==> config.mk <==
export PLATFORM = sky130hd
export DESIGN_NAME = dmem_arbiter
export DESIGN_NICKNAME = d
export VERILOG_FILES = /design/src/rtl/dmem_arb_pkg.sv /design/src/rtl/rr_arb2.sv /design/src/rtl/dmem_arbiter.sv
export SDC_FILE = /design/constraint.sdc
export NUM_CORES = 1
export LEC_CHECK = 0
export BUFFER_PORTS_ARGS = -buffer_cell sky130_fd_sc_hd__buf_2
export CORE_MARGIN = 2
export CORE_UTILIZATION = 41
export DETAILED_ROUTE_END_ITERATION = 7
export PLACE_DENSITY = 0.83
export SETUP_SLACK_MARGIN = 0.3
export SYNTH_ARGS = -nofsm -noshare
export SYNTH_HDL_FRONTEND = slang
export SYNTH_SLANG_ARGS = --single-unit
==> constraint.sdc <==
create_clock -name clk -period 1.85 [get_ports clk]
set_clock_uncertainty 0.15 [all_clocks]
set_input_delay 0.0925 -clock clk [delete_from_list [all_inputs] [get_ports clk]]
set_output_delay 0.0925 -clock clk [all_outputs]
set_load 0.1 [all_outputs]
==> src/rtl/dmem_arb_pkg.sv <==
// Shared types and constants for the data-memory arbiter.
package dmem_arb_pkg;

    localparam int MEM_LAT_MAX = 4;
    localparam int CNT_W       = $clog2(MEM_LAT_MAX);

    typedef enum logic [1:0] {
        IDLE  = 2'd0,
        ISSUE = 2'd1,
        WAIT  = 2'd2,
        DONE  = 2'd3
    } arb_state_t;

    typedef enum logic {
        PORT_CORE = 1'b0,
        PORT_EXT  = 1'b1
    } port_t;

endpackage

==> src/rtl/rr_arb2.sv <==
// Two-requester round-robin arbiter; req[0] is the core port, req[1] the ext port.
module rr_arb2
    import dmem_arb_pkg::*;
(
    input  logic       clk,
    input  logic       rst_n,
    input  logic [1:0] req,
    input  logic       grant_en,
    output logic [1:0] gnt
);

    port_t r_last;

    // Grant selection: a tie goes to the port that did not win last time
    always_comb begin
        gnt = 2'b00;
        if (req == 2'b11) begin
            if (r_last == PORT_EXT) begin
                gnt = 2'b01;
            end else begin
                gnt = 2'b10;
            end
        end else begin
            gnt = req;
        end
    end

    // Last-winner pointer, starts at ext so the core wins the first tie
    always_ff @(posedge clk or negedge rst_n) begin
        if (!rst_n) begin
            r_last <= PORT_EXT;
        end else if (grant_en && (gnt != 2'b00)) begin
            r_last <= gnt[1] ? PORT_EXT : PORT_CORE;
        end else begin
            r_last <= r_last;
        end
    end

endmodule

==> src/rtl/dmem_arbiter.sv <==
// Shares one data memory between the core MEM stage and an external loader port,
// one access at a time, with registered strobes, read data and ack pulses.
module dmem_arbiter
    import dmem_arb_pkg::*;
#(
    parameter int DATA_W  = 32,
    parameter int ADDR_W  = 9,
    parameter int MEM_LAT = 1
) (
    input  logic              clk,
    input  logic              reset,
    input  logic              core_req,
    input  logic              core_we,
    input  logic [ADDR_W-1:0] core_addr,
    input  logic [DATA_W-1:0] core_wdata,
    output logic [DATA_W-1:0] core_rdata,
    output logic              core_ack,
    output logic              core_stall,
    input  logic              ext_req,
    input  logic              ext_we,
    input  logic [ADDR_W-1:0] ext_addr,
    input  logic [DATA_W-1:0] ext_wdata,
    output logic [DATA_W-1:0] ext_rdata,
    output logic              ext_ack,
    output logic              mem_wr,
    output logic              mem_rd,
    output logic [ADDR_W-1:0] mem_addr,
    output logic [DATA_W-1:0] mem_wr_data,
    input  logic [DATA_W-1:0] mem_rd_data,
    output logic              busy
);

    localparam logic [CNT_W-1:0] LAT_M1 = CNT_W'(MEM_LAT - 1);

    arb_state_t        r_state;
    arb_state_t        w_next;
    port_t             r_port;
    logic              r_we;
    logic [CNT_W-1:0]  r_cnt;
    logic              r_core_ack;
    logic              r_ext_ack;
    logic [DATA_W-1:0] r_core_rdata;
    logic [DATA_W-1:0] r_ext_rdata;
    logic              r_mem_wr;
    logic              r_mem_rd;
    logic [ADDR_W-1:0] r_mem_addr;
    logic [DATA_W-1:0] r_mem_wdata;
    logic              r_busy;

    logic [1:0]        w_gnt;
    logic              w_grant_en;
    port_t             w_sel_port;
    logic              w_sel_we;
    logic [ADDR_W-1:0] w_sel_addr;
    logic [DATA_W-1:0] w_sel_wdata;

    assign w_grant_en = (r_state == IDLE);

    rr_arb2 u_rr_arb2 (
        .clk      (clk),
        .rst_n    (reset),
        .req      ({ext_req, core_req}),
        .grant_en (w_grant_en),
        .gnt      (w_gnt)
    );

    // Mux the winning requester's fields
    always_comb begin
        w_sel_port  = PORT_CORE;
        w_sel_we    = core_we;
        w_sel_addr  = core_addr;
        w_sel_wdata = core_wdata;
        if (w_gnt[1]) begin
            w_sel_port  = PORT_EXT;
            w_sel_we    = ext_we;
            w_sel_addr  = ext_addr;
            w_sel_wdata = ext_wdata;
        end else begin
            w_sel_port  = PORT_CORE;
        end
    end

    // Next-state decode
    always_comb begin
        w_next = r_state;
        case (r_state)
            IDLE: begin
                if (w_gnt != 2'b00) begin
                    w_next = ISSUE;
                end else begin
                    w_next = IDLE;
                end
            end
            ISSUE: begin
                if (r_we) begin
                    w_next = DONE;
                end else begin
                    w_next = WAIT;
                end
            end
            WAIT: begin
                if (r_cnt == {CNT_W{1'b0}}) begin
                    w_next = DONE;
                end else begin
                    w_next = WAIT;
                end
            end
            DONE:    w_next = IDLE;
            default: w_next = IDLE;
        endcase
    end

    // State register
    always_ff @(posedge clk or negedge reset) begin
        if (!reset) begin
            r_state <= IDLE;
        end else begin
            r_state <= w_next;
        end
    end

    // Outputs are decoded from the next state so they line up with the state they belong to
    always_ff @(posedge clk or negedge reset) begin
        if (!reset) begin
            r_port       <= PORT_CORE;
            r_we         <= 1'b0;
            r_cnt        <= {CNT_W{1'b0}};
            r_core_ack   <= 1'b0;
            r_ext_ack    <= 1'b0;
            r_core_rdata <= {DATA_W{1'b0}};
            r_ext_rdata  <= {DATA_W{1'b0}};
            r_mem_wr     <= 1'b0;
            r_mem_rd     <= 1'b0;
            r_mem_addr   <= {ADDR_W{1'b0}};
            r_mem_wdata  <= {DATA_W{1'b0}};
            r_busy       <= 1'b0;
        end else begin
            r_mem_wr    <= 1'b0;
            r_mem_rd    <= 1'b0;
            r_mem_addr  <= {ADDR_W{1'b0}};
            r_mem_wdata <= {DATA_W{1'b0}};
            r_core_ack  <= (w_next == DONE) && (r_port == PORT_CORE);
            r_ext_ack   <= (w_next == DONE) && (r_port == PORT_EXT);
            r_busy      <= (w_next != IDLE);
            case (r_state)
                IDLE: begin
                    if (w_gnt != 2'b00) begin
                        r_port      <= w_sel_port;
                        r_we        <= w_sel_we;
                        r_mem_wr    <= w_sel_we;
                        r_mem_rd    <= ~w_sel_we;
                        r_mem_addr  <= w_sel_addr;
                        r_mem_wdata <= w_sel_wdata;
                    end else begin
                        r_port <= r_port;
                    end
                end
                ISSUE: r_cnt <= LAT_M1;
                WAIT: begin
                    if (r_cnt == {CNT_W{1'b0}}) begin
                        if (r_port == PORT_CORE) begin
                            r_core_rdata <= mem_rd_data;
                        end else begin
                            r_ext_rdata <= mem_rd_data;
                        end
                    end else begin
                        r_cnt <= r_cnt - CNT_W'(1'b1);
                    end
                end
                default: r_cnt <= r_cnt;
            endcase
        end
    end

    assign core_rdata  = r_core_rdata;
    assign ext_rdata   = r_ext_rdata;
    assign core_ack    = r_core_ack;
    assign ext_ack     = r_ext_ack;
    assign core_stall  = core_req & ~r_core_ack;
    assign mem_wr      = r_mem_wr;
    assign mem_rd      = r_mem_rd;
    assign mem_addr    = r_mem_addr;
    assign mem_wr_data = r_mem_wdata;
    assign busy        = r_busy;

endmodule

==> out/metrics.cfg <==
[synthesis]
synth.mux.area_fraction_pct=18.3
synth.most_common_cell=dfrtp_1
synth-xor-area-share_pct=0.188
synth-adder-area-share_pct=1.08
ys_async_sr_fraction_pct=100
synth_top_area_share_pct=62.4
synthFlopType=dfrtp_1
synth_top_area_cell=dfrtp_1
netlist_top_cells_area=dfrtp_1 (62%), mux2_4 (9.7%), mux2_2 (8.2%), nand2_1 (6.8%), a21oi_1 (4.5%)
synth-seq-cells=117
ys.warnings.count=0
avgSynthCellArea_um2=13.0
synth_edf_count=0
ys_top_cells_by_count=dfrtp_1 (116), nand2_1 (84), a21oi_1 (42)
synth-simple-area-share_pct=7.98
synth_cells=358
synth_compound_area_share_pct=6.10
syn_nets=482
synth-seq-area-share_pct=62.9
syn-cell-area_mm2=0.00465
synthDistinctLibCells=32
synth_top_family_by_area=multiplexers

[worst_setup_path]
crit_arrival_ns=1.89
cp_max_fo=8
start_kind=flop
crit_type=flop to flop
slowest_delay_ns=0.38
crit_path_top_delay_cell=dfrtp_1
crit_chain=inv_2 > ha_4 > nand2_2 > or2_4 > buf_12 > mux2_4
end_kind=flop
worstPathRequired_ns=1.99

[run_status]
status=completed

[timing]
maxSlewViolCount=0
period_needed_ns=1.75
finalHoldViolations=0
setup_viol=0
worstMarginPinSlew_ns=0.532
fin_crit_sh_pct=94.8
finalSetupTns_ns=0
fmax_ghz=0.570
rsz0062_at_grt=true
timing.slew.headroom_pct=64.8

[global_route]
grt.total_usage_pct=28.4
grt_pass1_vias=4969
grt_pass1_wl_mm=27.0
antenna_found_initial=0
grt_max_degree=51
overflow=0

[layout]
multi_input_area_mm2=0.00190
fin_nets=874
layout.area.seq_mm2=0.00293
drive_gt1_share_pct=55.8
fin_util_pct=78.8
n_antenna_cell=0
syn2layout_area_growth_pct=85.1
nFillCells=586

[placed_design]
io_buffers=230
hpwlAfterDp_mm=8.37
gp_congestion=0.882

[floorplan]
start_util_pct=42.6
rows=38
io_pins=231
core_mm2=0.0109
die_w_um=111
die_h_um=111
die_area_mm2=0.0122

[drt]
firstDrtPassIters=6
dr.first_iter.drc_count=365
vias=4680
drt_wl_total_mm=19.4
viasPerCell=5.19
ant_nets=0
avgRoutedWirePerCell_um=21.5
drc=0

[worst_hold_path]
hold_path.class=input port to flop

[clock_tree]
cts.clk_slew.worst_paths_ns=0.05
cts_tree=yes
cts_root_buf=clkbuf_16
cts_buffers=17
cts_buffer_depth=2
clock_latency_ns=0.41
h-tree-depth=4
cts.sinks=117

[flow_run]
max_cap_viol_count=0

-- path summary, 6_finish.rpt --
path                       slack, ns  cells after the start              end         start
min                             0.17                      4  mem_wr_data[27]      core_req
max                              0.1                      6   core_rdata[15]    r_state[0]
min reg2reg                     0.35                      1     ext_rdata[7]  ext_rdata[7]
max reg2reg                      0.1                      6   core_rdata[15]    r_state[0]
max in group asynchronous       0.43                      4    ext_rdata[27]         reset
min in group asynchronous       0.57                      3  mem_wr_data[29]         reset
-- metrics by stage --
stage | instances | hold WS [ns] | worst slack, ns | area, um2
2_1_floorplan | 358 | -0.353 | 0.163 | 4690
3_3_place_gp | 716 | -0.113 | 0.106 | 6020
3_5_place_dp | 716 | -0.106 | 0.0545 | 6020
4_1_cts | 879 | 0.0875 | 0.128 | 8040
5_1_grt | 902 | 0.170 | 0.0715 | 8610
6_report | 902 | 0.167 | 0.0964 | 8610
-- layout make-up --
class                           count  share of cell area (%)
Multi-Input combinational cell    219                    22.1
Inverter                            5                   0.218
Sequential cell                   117                    34.0
Clock buffer                       23                    5.67
Tap cell                          140                    2.03
Timing Repair Buffer              390                    34.5
Clock inverter                      8                    1.42
-- metal layers --
layer  up-vias  global-route usage (%)  routed length [um]
li1       1994                       -                   -
met1      2266                    33.4                7340
met2       342                    46.1                9380
met3        78                    10.2                1750
met4         0                    13.8                 914
met5         -                       0                   0
-- layout by cell type (no fill, tap or decap), types with 2 or more instances in the layout --
master         Yosys  routed
nand2_1           84      69
buf_12             3       6
buf_2              6     227
clkbuf_8           0       4
nand2_2            0       8
buf_4              0      19
buf_6              1       4
dlygate4sd3_1      0     120
clkinv_2           0       3
ha_4               0       3
a21oi_2            0      27
dfrtp_1          116     116
clkbuf_16          0      24
clkbuf_1          10       2
mux2_2            34      34
buf_8              0       3
nand2_4            0       7
inv_1              5       2
a21oi_1           42      15
inv_2              0       3
a21boi_4           0       4
bufinv_16          0       3
mux2_4            30      30
clkinv_4           0       2
buf_16             0       4
-- worst max-delay path: cells and delay by family, from the launching register on --
family,cells,cell delay [ns]
DFF,1,0.38
and+or+nand+nor,2,0.36
muxes,1,0.31
buffers and inverters,2,0.29
adders and majority gates,1,0.14
-- state kept, by name, summed over array words and instances, names as in the netlist --
| register | count |
|---|---|
| mem_wr | 1 |
| mem_rd | 1 |
| u_rr_arb2.r_last | 1 |
| r_state | 2 |
| core_ack | 1 |
| busy | 1 |
| mem_addr | 9 |
| core_rdata | 32 |
| mem_wr_data | 32 |
| r_cnt | 2 |
| r_port | 1 |
| r_we | 1 |
| ext_ack | 1 |
| ext_rdata | 32 |
-- what timing repair did --
item	in CTS	in global routing
pin swaps	3	32
cloned	5	12
gates resized for setup	14	65
hold endpoints to repair	226	0
hold buffers	120	0
buffers inserted	7	11
setup endpoints to repair	111	161
-- logic make-up after synthesis --
group                    after synthesis
AO/OA/AOI/OAI                         52
XOR/XNOR                               1
adder cells (fa/ha/maj)                4
buffers and inverters                 25
flip-flops                           117
multiplexers                          66
AND/OR/NAND/NOR                       93
Power is left out: the tool's default activity adds up to more than one toggle a clock period on the data nets, which glitch-free logic cannot reach.
